<file path="src/rtl/vga_timing_pkg.sv">
// Shared VGA timing defaults and pixel colour type for the text raster path.
// Contents:
//   H_ACTIVE/H_FP/H_SYNC/H_BP, V_ACTIVE/V_FP/V_SYNC/V_BP : 640x480@60 timing
//   H_TOTAL/V_TOTAL                                      : derived line/frame lengths
//   CNT_W                                                : raster counter width
//   rgb12_t                                              : {r,g,b} 4-bit nibbles
//   dim_rgb()                                            : halves each colour channel
package vga_timing_pkg;

    localparam int unsigned H_ACTIVE = 640;
    localparam int unsigned H_FP     = 16;
    localparam int unsigned H_SYNC   = 96;
    localparam int unsigned H_BP     = 48;
    localparam int unsigned H_TOTAL  = H_ACTIVE + H_FP + H_SYNC + H_BP;

    localparam int unsigned V_ACTIVE = 480;
    localparam int unsigned V_FP     = 10;
    localparam int unsigned V_SYNC   = 2;
    localparam int unsigned V_BP     = 33;
    localparam int unsigned V_TOTAL  = V_ACTIVE + V_FP + V_SYNC + V_BP;

    localparam int unsigned CNT_W    = 10;

    typedef struct packed {
        logic [3:0] r;
        logic [3:0] g;
        logic [3:0] b;
    } rgb12_t;

    // Shift every channel right by one (FFF -> 777).
    function automatic rgb12_t dim_rgb(input rgb12_t c);
        rgb12_t d;
        d.r = c.r >> 1;
        d.g = c.g >> 1;
        d.b = c.b >> 1;
        return d;
    endfunction

endpackage

</file>
<file path="src/rtl/vga_sync_counter.sv">
// Horizontal/vertical raster counters plus stage-0 decode.
// Ports:
//   clk, rst        : pixel clock, synchronous active-high reset
//   hcnt, vcnt      : current raster position (10 bits each)
//   active0         : position is inside the visible area
//   hs0, vs0        : sync pulse windows (active-high)
//   sof0            : position is (0,0)
module vga_sync_counter
    import vga_timing_pkg::*;
#(
    parameter int unsigned p_h_active = H_ACTIVE,
    parameter int unsigned p_h_fporch = H_FP,
    parameter int unsigned p_h_sync   = H_SYNC,
    parameter int unsigned p_h_bporch = H_BP,
    parameter int unsigned p_v_active = V_ACTIVE,
    parameter int unsigned p_v_fporch = V_FP,
    parameter int unsigned p_v_sync   = V_SYNC,
    parameter int unsigned p_v_bporch = V_BP
) (
    input  logic             clk,
    input  logic             rst,
    output logic [CNT_W-1:0] hcnt,
    output logic [CNT_W-1:0] vcnt,
    output logic             active0,
    output logic             hs0,
    output logic             vs0,
    output logic             sof0
);

    localparam int unsigned HT       = p_h_active + p_h_fporch + p_h_sync + p_h_bporch;
    localparam int unsigned VT       = p_v_active + p_v_fporch + p_v_sync + p_v_bporch;
    localparam int unsigned HS_FIRST = p_h_active + p_h_fporch;
    localparam int unsigned HS_LAST  = HS_FIRST + p_h_sync - 1;
    localparam int unsigned VS_FIRST = p_v_active + p_v_fporch;
    localparam int unsigned VS_LAST  = VS_FIRST + p_v_sync - 1;

    // Counters are 10 bits wide; larger totals cannot be represented.
    if (HT > 1024) begin : g_bad_h_total
        $error("vga_sync_counter: H_TOTAL %0d exceeds 1024", HT);
    end
    if (VT > 1024) begin : g_bad_v_total
        $error("vga_sync_counter: V_TOTAL %0d exceeds 1024", VT);
    end

    logic [CNT_W-1:0] hcnt_q, hcnt_d;
    logic [CNT_W-1:0] vcnt_q, vcnt_d;

    // Next raster position: h wraps every line, v advances on the h wrap.
    always_comb begin
        hcnt_d = hcnt_q + CNT_W'(1);
        vcnt_d = vcnt_q;
        if (32'(hcnt_q) == HT - 1) begin
            hcnt_d = '0;
            if (32'(vcnt_q) == VT - 1) begin
                vcnt_d = '0;
            end else begin
                vcnt_d = vcnt_q + CNT_W'(1);
            end
        end
    end

    always_ff @(posedge clk) begin
        if (rst) begin
            hcnt_q <= '0;
            vcnt_q <= '0;
        end else begin
            hcnt_q <= hcnt_d;
            vcnt_q <= vcnt_d;
        end
    end

    assign hcnt    = hcnt_q;
    assign vcnt    = vcnt_q;
    assign active0 = (32'(hcnt_q) < p_h_active) && (32'(vcnt_q) < p_v_active);
    assign hs0     = (32'(hcnt_q) >= HS_FIRST) && (32'(hcnt_q) <= HS_LAST);
    assign vs0     = (32'(vcnt_q) >= VS_FIRST) && (32'(vcnt_q) <= VS_LAST);
    assign sof0    = (hcnt_q == '0) && (vcnt_q == '0);

endmodule

</file>
<file path="src/rtl/vga_text_driver.sv">
// VGA raster stage for an 8x8-tile character buffer.
// Drives the buffer read address from the raster counters, takes read_lit one
// cycle later, and emits registered RGB/sync/frame_start with 2-cycle latency.
// Optional macro VGA_TEXT_DRIVER_SCANLINE_EN halves the colours on the last
// pixel row of every tile.
// Ports:
//   clk, rst                         : pixel clock, synchronous active-high reset
//   read_hchar/vchar/hoffset/voffset : tile address to the buffer (combinational)
//   read_lit                         : buffer pixel, valid one cycle after address
//   hsync, vsync                     : active-low sync pulses
//   red, green, blue                 : 4-bit colour channels
//   frame_start                      : 1-cycle pulse as pixel (0,0) reaches the pins
module vga_text_driver
    import vga_timing_pkg::*;
#(
    parameter int unsigned p_h_active = H_ACTIVE,
    parameter int unsigned p_h_fporch = H_FP,
    parameter int unsigned p_h_sync   = H_SYNC,
    parameter int unsigned p_h_bporch = H_BP,
    parameter int unsigned p_v_active = V_ACTIVE,
    parameter int unsigned p_v_fporch = V_FP,
    parameter int unsigned p_v_sync   = V_SYNC,
    parameter int unsigned p_v_bporch = V_BP,
    parameter logic [11:0] p_fg_color = 12'hFFF,
    parameter logic [11:0] p_bg_color = 12'h000
) (
    input  logic       clk,
    input  logic       rst,
    output logic [6:0] read_hchar,
    output logic [5:0] read_vchar,
    output logic [2:0] read_hoffset,
    output logic [2:0] read_voffset,
    input  logic       read_lit,
    output logic       hsync,
    output logic       vsync,
    output logic [3:0] red,
    output logic [3:0] green,
    output logic [3:0] blue,
    output logic       frame_start
);

    logic [CNT_W-1:0] hcnt, vcnt;
    logic             active0, hs0, vs0, sof0;

    vga_sync_counter #(
        .p_h_active (p_h_active),
        .p_h_fporch (p_h_fporch),
        .p_h_sync   (p_h_sync),
        .p_h_bporch (p_h_bporch),
        .p_v_active (p_v_active),
        .p_v_fporch (p_v_fporch),
        .p_v_sync   (p_v_sync),
        .p_v_bporch (p_v_bporch)
    ) u_sync (
        .clk     (clk),
        .rst     (rst),
        .hcnt    (hcnt),
        .vcnt    (vcnt),
        .active0 (active0),
        .hs0     (hs0),
        .vs0     (vs0),
        .sof0    (sof0)
    );

    // vcnt[9] never addresses a visible tile.
    logic unused_vcnt_msb;
    assign unused_vcnt_msb = vcnt[9];

    // Blanking drives an out-of-range tile so the buffer returns unlit.
    always_comb begin
        read_hchar   = 7'h7F;
        read_vchar   = 6'h3F;
        read_hoffset = 3'd0;
        read_voffset = 3'd0;
        if (active0) begin
            read_hchar   = hcnt[9:3];
            read_hoffset = hcnt[2:0];
            read_vchar   = vcnt[8:3];
            read_voffset = vcnt[2:0];
        end
    end

    // Stage 1: raster qualifiers aligned with the buffer's read_lit.
    logic active1_q, active1_d;
    logic hs1_q, hs1_d;
    logic vs1_q, vs1_d;
    logic sof1_q, sof1_d;

    always_comb begin
        active1_d = active0;
        hs1_d     = hs0;
        vs1_d     = vs0;
        sof1_d    = sof0;
    end

    always_ff @(posedge clk) begin
        if (rst) begin
            active1_q <= 1'b0;
            hs1_q     <= 1'b0;
            vs1_q     <= 1'b0;
            sof1_q    <= 1'b0;
        end else begin
            active1_q <= active1_d;
            hs1_q     <= hs1_d;
            vs1_q     <= vs1_d;
            sof1_q    <= sof1_d;
        end
    end

`ifdef VGA_TEXT_DRIVER_SCANLINE_EN
    // Last pixel row of the tile, carried alongside the other stage-1 flags.
    logic vlast1_q, vlast1_d;

    always_comb begin
        vlast1_d = (read_voffset == 3'b111);
    end

    always_ff @(posedge clk) begin
        if (rst) begin
            vlast1_q <= 1'b0;
        end else begin
            vlast1_q <= vlast1_d;
        end
    end
`endif

    // Stage 2: pin registers.
    rgb12_t fg_c, bg_c;
    rgb12_t rgb_q, rgb_d;
    logic   hsync_q, hsync_d;
    logic   vsync_q, vsync_d;
    logic   frame_start_q, frame_start_d;

    always_comb begin
        fg_c = rgb12_t'(p_fg_color);
        bg_c = rgb12_t'(p_bg_color);
`ifdef VGA_TEXT_DRIVER_SCANLINE_EN
        if (vlast1_q) begin
            fg_c = dim_rgb(rgb12_t'(p_fg_color));
            bg_c = dim_rgb(rgb12_t'(p_bg_color));
        end
`endif
        rgb_d = '0;
        if (active1_q) begin
            rgb_d = read_lit ? fg_c : bg_c;
        end
        hsync_d       = ~hs1_q;
        vsync_d       = ~vs1_q;
        frame_start_d = sof1_q;
    end

    always_ff @(posedge clk) begin
        if (rst) begin
            rgb_q         <= '0;
            hsync_q       <= 1'b1;
            vsync_q       <= 1'b1;
            frame_start_q <= 1'b0;
        end else begin
            rgb_q         <= rgb_d;
            hsync_q       <= hsync_d;
            vsync_q       <= vsync_d;
            frame_start_q <= frame_start_d;
        end
    end

    assign red         = rgb_q.r;
    assign green       = rgb_q.g;
    assign blue        = rgb_q.b;
    assign hsync       = hsync_q;
    assign vsync       = vsync_q;
    assign frame_start = frame_start_q;

endmodule

</file>
<file path="config.mk">
export PLATFORM = sky130hd
export DESIGN_NAME = vga_text_driver
export DESIGN_NICKNAME = d
export VERILOG_FILES = /design/src/rtl/vga_timing_pkg.sv /design/src/rtl/vga_sync_counter.sv /design/src/rtl/vga_text_driver.sv
export SDC_FILE = /design/constraint.sdc
export NUM_CORES = 1
export LEC_CHECK = 0
export CORE_MARGIN = 4
export CORE_UTILIZATION = 25
export CTS_CLUSTER_SIZE = 14
export DETAILED_ROUTE_END_ITERATION = 10
export MAX_ROUTING_LAYER = met4
export SYNTH_ARGS = -nofsm -noshare
export SYNTH_HDL_FRONTEND = slang
export SYNTH_SLANG_ARGS = --single-unit
</file>
<file path="constraint.sdc">
create_clock -name clk -period 4 [get_ports clk]
set_input_delay 1 -clock clk [delete_from_list [all_inputs] [get_ports clk]]
set_output_delay 1 -clock clk [all_outputs]
set_load 0.005 [all_outputs]
</file>
### Word level (Yosys, flattened, before mapping)

Cells that the tools add are included.

| storage, ports and cells | value |
|---|---|
| register bits after elaboration | 39 |
| latch bits | 0 |
| RAM bits | 0 |
| bits in read-only memories | 0 |
| output and inout bits | 34 |
| memories | 0 |

| cells by class | value |
|---|---|
| add/sub/neg operators | 2 |
| multipliers | 0 |
| div/mod/pow operators | 0 |
| magnitude comparators | 6 |
| equality and inequality tests | 2 |
| shift operators | 0 |
| mux-type cells | 6 |
| bitwise operators | 3 |
| reduce and logical (&&, ||, !) cells | 8 |

Operators by type and width:

| operator | number |
|---|---|
| $add 10x1->10 const B | 2 |
| $eq 10x10->1 const B | 2 |
| $logic_not 10->1 | 2 |
| $mux 12 | 1 |
| $ge 10x10->1 const B | 1 |
| $ge 10x9->1 const B | 1 |
| $le 10x10->1 const B | 1 |
| $le 10x9->1 const B | 1 |
| $lt 10x10->1 const B | 1 |
| $lt 10x9->1 const B | 1 |
| $mux 10 | 1 |
| $mux 7 | 1 |
| $mux 3 | 2 |
| $mux 6 | 1 |
| $logic_and 1x1->1 | 4 |
| $reduce_or 2->1 | 2 |
| $not 1->1 | 3 |

### Logic depth before layout (Yosys ltp)

Gate-level depths: netlist of run 1.

| logic depth | value |
|---|---|
| depth after elaboration | 3 |
| mapped depth | 7 |

### By module

From an unflattened synthesis of run 1, not the netlist that was laid out.

| unflattened totals | value |
|---|---|
| cells, all modules | 171 |
| area, all modules | 1498.9 µm² |

By module, submodules not included:

| module | instances | cells each | area an instance (µm²) | seq. area each (µm²) |
|---|---|---|---|---|
| vga_sync_counter | 1 | 123 | 1073.5 | 400.4 |
| vga_text_driver | 1 | 48 | 425.4 | 160.2 |

### Worst setup path before layout of run 1

Ideal clock, no wire load.

| timing | value |
|---|---|
| kind | flip-flop to output port |
| start point | register u_sync.hcnt_q[7] (netlist: u_sync.hcnt[7]) |
| end point | output read_hchar[2] |
| arrival time | 1.229 ns |
| data required time | 3.000 ns |
| setup slack | 1.771 ns |
| cell stages (with the launch flop) | 6 |
| path buffers | 2 |
| path through | dfxtp_1 -> buf_2 -> o21ai_0 -> nand2_1 -> clkbuf_1 -> or3_1 |

| between the ends | value |
|---|---|
| cells in the longest elaborated chain, start to end | 3 |

RTL lines:

| element | line | RTL |
|---|---|---|
| from (decl) | vga_sync_counter.sv:45 | `logic [CNT_W-1:0] hcnt_q, hcnt_d;` |
| from (signal assigned) | vga_sync_counter.sv:67 | `hcnt_q <= hcnt_d;` |
| $lt 10x10->1 | vga_sync_counter.sv:74 | `assign active0 = (32'(hcnt_q) < p_h_active) && (32'(vcnt_q) < p_v_active);` |
| $logic_and 1x1->1 | vga_sync_counter.sv:74 |  |
| $mux 7 | vga_text_driver.sv:75 | `if (active0) begin` |
| to (decl) | vga_text_driver.sv:29 | `output logic [6:0] read_hchar,` |

No other way between the ends.

### Final worst setup path of run 1

| timing | value |
|---|---|
| start point | register u_sync.hcnt_q[7] (netlist: u_sync.hcnt[7]) |
| end point | output read_hchar[1] |

Same word-level chain as after synthesis.

==> out/results.tsv, run 1 <==
metric	value	unit
switching_share	0.199	
multi_input_area	748	um^2
synth-edff-count	0	
ys_seq_area_frac	0.383	
yosys.area.top_type_share	0.383	
drv_slew	0	
cts_buffers	3	
clkTransAtPathRegs	100	ps
cts.sinks	28	
netlist_area	1460	um^2
power	0.000549	W
yosysTopAreaCell	dfxtp_1	
start_kind	register	
cts_tree	done	
gp_congestion	0.764	
ant_nets	0	
fin_worst_skew	4.05	ps
yosys_warnings	0	
intPower	0.000440	W
grt_pass1_wl	5.59	mm
seq_area	561	um^2
endpoint_kind	output port	
dp_hpwl	2.39	mm
post_drt_via_cell_ratio	4.57	
coreArea	5610	um^2
drt_iter0_drc	89	
dp_cells	258	
wire_per_inst	12.8	um
run_status	complete, no violations	
instances_no_fill	262	
comb_power_share	0.069	
grt_setup_unrepaired	no	
num_rows	27	
num-fill-cells	595	
p_leak	0.710	nW
cp.required	3000	ps
pwr-share-seq	0.525	
clock_latency	270	ps
root_buffer	clkbuf_8	
die_h	84.5	um
cts_setup_buffers	0	
vias	1197	
drc	0	
initial_core_util	0.261	
drive_above_1_share	0.0632	
setup_viol	0	
synth.area.top_cells	dfxtp_1 38%, or3_1 6.4%, xor2_1 6.0%	
synth_area_per_cell	8.61	um^2
clkPwrFrac	0.405	
critical-path-max-stage-delay	540	ps
min_from	hs1_q	
syn_inst	170	
grt_overflow	0	
clock_path_buffers	2	
grt.total_usage	0.0975	
hold_viol	0	
hold_buffers	0	
period_share	0.811	
fmax	308	MHz
grt_pass1_vias	1138	
area_delta_synth_final	26.3	%
die_width	84.5	um
maxCapViolCount	0	
ys_seq_elements	28	
diodes	0	
final.setup.worst_slack	756	ps
power.switching	0.000109	W
setup_tns	0	ps
nets	198	
numPortBuffers	36	
worstMarginPinSlew	703	ps
r2r_start	u_sync.hcnt[0]	
h-tree-depth	1	
pre_cts_ws	1100	ps
path_class	reg2out	
synth.distinct_cells	36	
crit_slowest_cell	or3_2	
grt_max_degree	25	
final_common_cell	clkdlybuf4s50_1	
io_pins	37	
syn-num-nets	177	
worst_ir_drop_vdd	0.000138	V
p_per_area	297	nW/um^2
synthArstFlopShare	0	
max_slew_margin	0.531	
die_area	7140	um^2
crit_chain	o21ai_0, nand2_1, or3_2, clkdlybuf4s50_1	
dr.pass1.iters	4	
mostFrequentLayoutCells	36 x clkdlybuf4s50_1, 28 x dfxtp_1, 21 x nor2_1	
rrSetupSlack	2110	ps
worstPathMaxFanout	19	
antenna_found_initial	0	
min_path_type	reg2reg	
period_needed	3240	ps
wl	3.34	mm
synth_flop_cell	dfxtp_1	
critical_path_arrival	2240	ps
cts_resized	0	
crit_start	u_sync.hcnt[7]	
-- area by class of cell --
class / instances / area share
Clock inverter: 1 / 0.0162
Tap cell: 72 / 0.0487
Sequential cell: 28 / 0.303
Multi-Input combinational cell: 117 / 0.405
Clock buffer: 3 / 0.0223
Timing Repair Buffer: 36 / 0.195
Inverter: 5 / 0.0101
-- logic make-up after synthesis --
logic type	synth area share
XOR/XNOR	0.0778
buffers and inverters	0.106
flip-flops	0.383
AND/OR/NAND/NOR	0.350
AO/OA/AOI/OAI	0.0427
multiplexers	0.00684
adder cells (fa/ha/maj)	0.0342
-- per-stage QoR --
step	instance area (um^2)	utilization	hold WS [ps]
detailed placement	1780	0.317	362
global placement	1780	0.317	358
CTS	1850	0.330	386
global route	1850	0.330	406
floorplan	1460	-	355
finish	1850	0.330	383
-- worst paths after layout --
path                                        to  cells after the start
worst max-delay path             read_hchar[1]                      4
worst min-delay path                     hsync                      1
worst max register to register  u_sync.vcnt[7]                      5
worst min register to register           hsync                      1
-- state kept, by name, summed over array words and instances, names as in the netlist --
| register | count |
|---|---|
| vs1_q | 1 |
| hsync | 1 |
| vsync | 1 |
| active1_q | 1 |
| frame_start_d | 1 |
| u_sync.hcnt | 10 |
| hs1_q | 1 |
| u_sync.vcnt | 10 |
| frame_start | 1 |
| red | 1 |
-- worst max-delay path: cells and delay by family (launching register included) --
family	cells	cell delay, ps
simple gates	2	880
buf+inv	1	460
flops	1	420
compound gates	1	200
-- per-layer routing --
metal	GRT usage	routed length (um)	part of all wire
met5	-	0	0
met4	0.0230	27	0.0081
met3	0.0304	231	0.069
met2	0.132	1340	0.40
met1	0.140	1740	0.52
-- cells in the mapped netlist, drive strengths merged (2+ instances only) --
| master | n |
|---|---|
| a21oi | 4 |
| and2 | 2 |
| and3 | 4 |
| and4 | 5 |
| buf | 17 |
| clkbuf | 3 |
| dfxtp | 28 |
| ha | 4 |
| inv | 5 |
| nand2 | 9 |
| nand2b | 2 |
| nand3 | 7 |
| nand4 | 6 |
| nor2 | 21 |
| nor3 | 10 |
| nor4b | 2 |
| o21ai | 4 |
| or3 | 16 |
| or4 | 2 |
| xnor2 | 3 |
| xor2 | 10 |
-- power groups by stage --
stage | logic, W | registers (W) | clock network, W
floorplan | 0.0000233 | 0.000294 | 0
global placement | 0.0000378 | 0.000295 | 0
detailed placement | 0.0000376 | 0.000295 | 0
CTS | 0.0000384 | 0.000289 | 0.000229
global route | 0.0000417 | 0.000290 | 0.000239
finish | 0.0000381 | 0.000289 | 0.000223
Power figures use the tool's default switching activity.
==> run 2, diff against run 1 <==
==> constraint.sdc (replaced) <==
create_clock -name clk -period 3.1 [get_ports clk]
set_input_delay 0.775 -clock clk [delete_from_list [all_inputs] [get_ports clk]]
set_output_delay 0.775 -clock clk [all_outputs]
set_load 0.005 [all_outputs]
==> out/results.tsv, run 2 (synthesized netlist as in run 1, its figures left out) <==
metric	value	unit
run_status	complete, no violations	
cp.required	2320	ps
min_from	hs1_q	
critical-path-max-stage-delay	460	ps
gp_congestion	0.764	
clock_path_buffers	2	
cts_setup_buffers	0	
die_h	84.5	um
fmax	350	MHz
drv_slew	0	
nets	198	
clkTransAtPathRegs	100	ps
whs_path_depth	1	
worst_ir_drop_vdd	0.000211	V
max_slew_margin	0.543	
vias	1201	
crit_slowest_cell	or3_2	
worstPathMaxFanout	19	
io_pins	37	
die_area	7140	um^2
rrSetupSlack	1240	ps
start_kind	register	
numPortBuffers	36	
antenna_found_initial	0	
holdPathEnd	hsync	
critical_path_arrival	2090	ps
ant_nets	0	
diodes	0	
maxCapViolCount	0	
finalCoreUtilization	0.330	
drive_above_1_share	0.0684	
ff2ff_path_depth	5	
mostFrequentLayoutCells	36 x clkdlybuf4s50_1, 28 x dfxtp_1, 21 x nor2_1	
cts_tree	done	
cts_buffers	3	
num-fill-cells	603	
root_buffer	clkbuf_8	
initial_core_util	0.261	
reg2reg_to	u_sync.vcnt[7]	
wl	3.25	mm
cts.sinks	28	
grt_overflow	0	
die_width	84.5	um
grt.total_usage	0.0940	
grt_setup_unrepaired	no	
fin_worst_skew	3.92	ps
hold_viol	0	
post_drt_via_cell_ratio	4.58	
drt_iter0_drc	107	
period_share	0.923	
coreArea	5610	um^2
grt_pass1_vias	1094	
crit_chain	o21ai_0, nand2_2, or3_2, clkdlybuf4s50_1	
hold_buffers	0	
path_class	reg2out	
min_path_type	reg2reg	
num_rows	27	
setup_viol	0	
final_common_cell	clkdlybuf4s50_1	
dp_hpwl	2.39	mm
dr.pass1.iters	4	
grt_pass1_wl	5.37	mm
period_needed	2860	ps
drc	0	
setup_tns	0	ps
wire_per_inst	12.4	um
area_delta_synth_final	26.5	%
worstMarginPinSlew	685	ps
p_leak	0.709	nW
endpoint_kind	output port	
grt_max_degree	25	
p_per_area	382	nW/um^2
h-tree-depth	1	
r2r_start	u_sync.hcnt[0]	
clock_latency	270	ps
[run 2: cell counts in the layout (fill, tap and decap cells not counted)]
Identical to the previous run, type by type.
[run 2: report_power, final]
group	switching (W)	total, W	internal (W)	leakage (nW)
Sequential	0.00000578	0.000372	0.000366	0.227
Clock	0.000114	0.000287	0.000173	0.0357
Combinational	0.0000201	0.0000488	0.0000287	0.447
[run 2: critical path, delay by kind of cell, from the launching register on]
family | cells | cell delay [ps]
AO/OA/AOI/OAI | 1 | 240
buffers and inverters | 1 | 460
flip-flops | 1 | 420
AND/OR/NAND/NOR | 2 | 680
[run 2: layer usage]
metal	routed length [um]	track usage	up-vias
met5	0	-	-
met4	27	0.0216	0
met3	232	0.0285	2
met2	1290	0.131	47
met1	1700	0.133	541
li1	-	-	611
[run 2: per-stage QoR]
step	instance area [um^2]	hold WS [ps]	total power (W)	std cells	worst slack (ps)
2_1_floorplan	1460	355	0.000410	170	1100
3_3_place_gp	1780	358	0.000429	258	466
3_5_place_dp	1780	362	0.000429	258	427
4_1_cts	1850	386	0.000719	262	120
5_1_grt	1850	401	0.000738	262	131
6_report	1850	383	0.000708	262	239
[run 2: final cells by class]
| type | instances | area (um^2) | area share |
|---|---|---|---|
| inverter | 5 | 18.8 | 0.0101 |
| tap | 72 | 90.1 | 0.0486 |
| sequential | 28 | 561 | 0.303 |
| clock inverter | 1 | 30.0 | 0.0162 |
| clock buffer | 3 | 41.3 | 0.0223 |
| timing repair buffer | 36 | 360 | 0.195 |
| multi-input combinational | 117 | 751 | 0.405 |
[run 2: worst max path at each step]
stage,cells after the start,startpoint,to,slack [ps]
after detailed placement,4,u_sync.hcnt[7],read_hchar[1],430
final,4,u_sync.hcnt[7],read_hchar[1],240
after global routing,4,u_sync.hcnt[7],read_hchar[1],130
after CTS,4,u_sync.hcnt[7],read_hchar[1],120
after global placement,4,u_sync.hcnt[7],read_hchar[1],470
after floorplan,5,u_sync.hcnt[7],read_hchar[2],1100
[run 2: what timing repair did]
| item | CTS | global route |
|---|---|---|
| resized for setup | 0 | 1 |
| endpoints found under the hold margin | 0 | 0 |
| setup endpoints to repair | 0 | 1 |
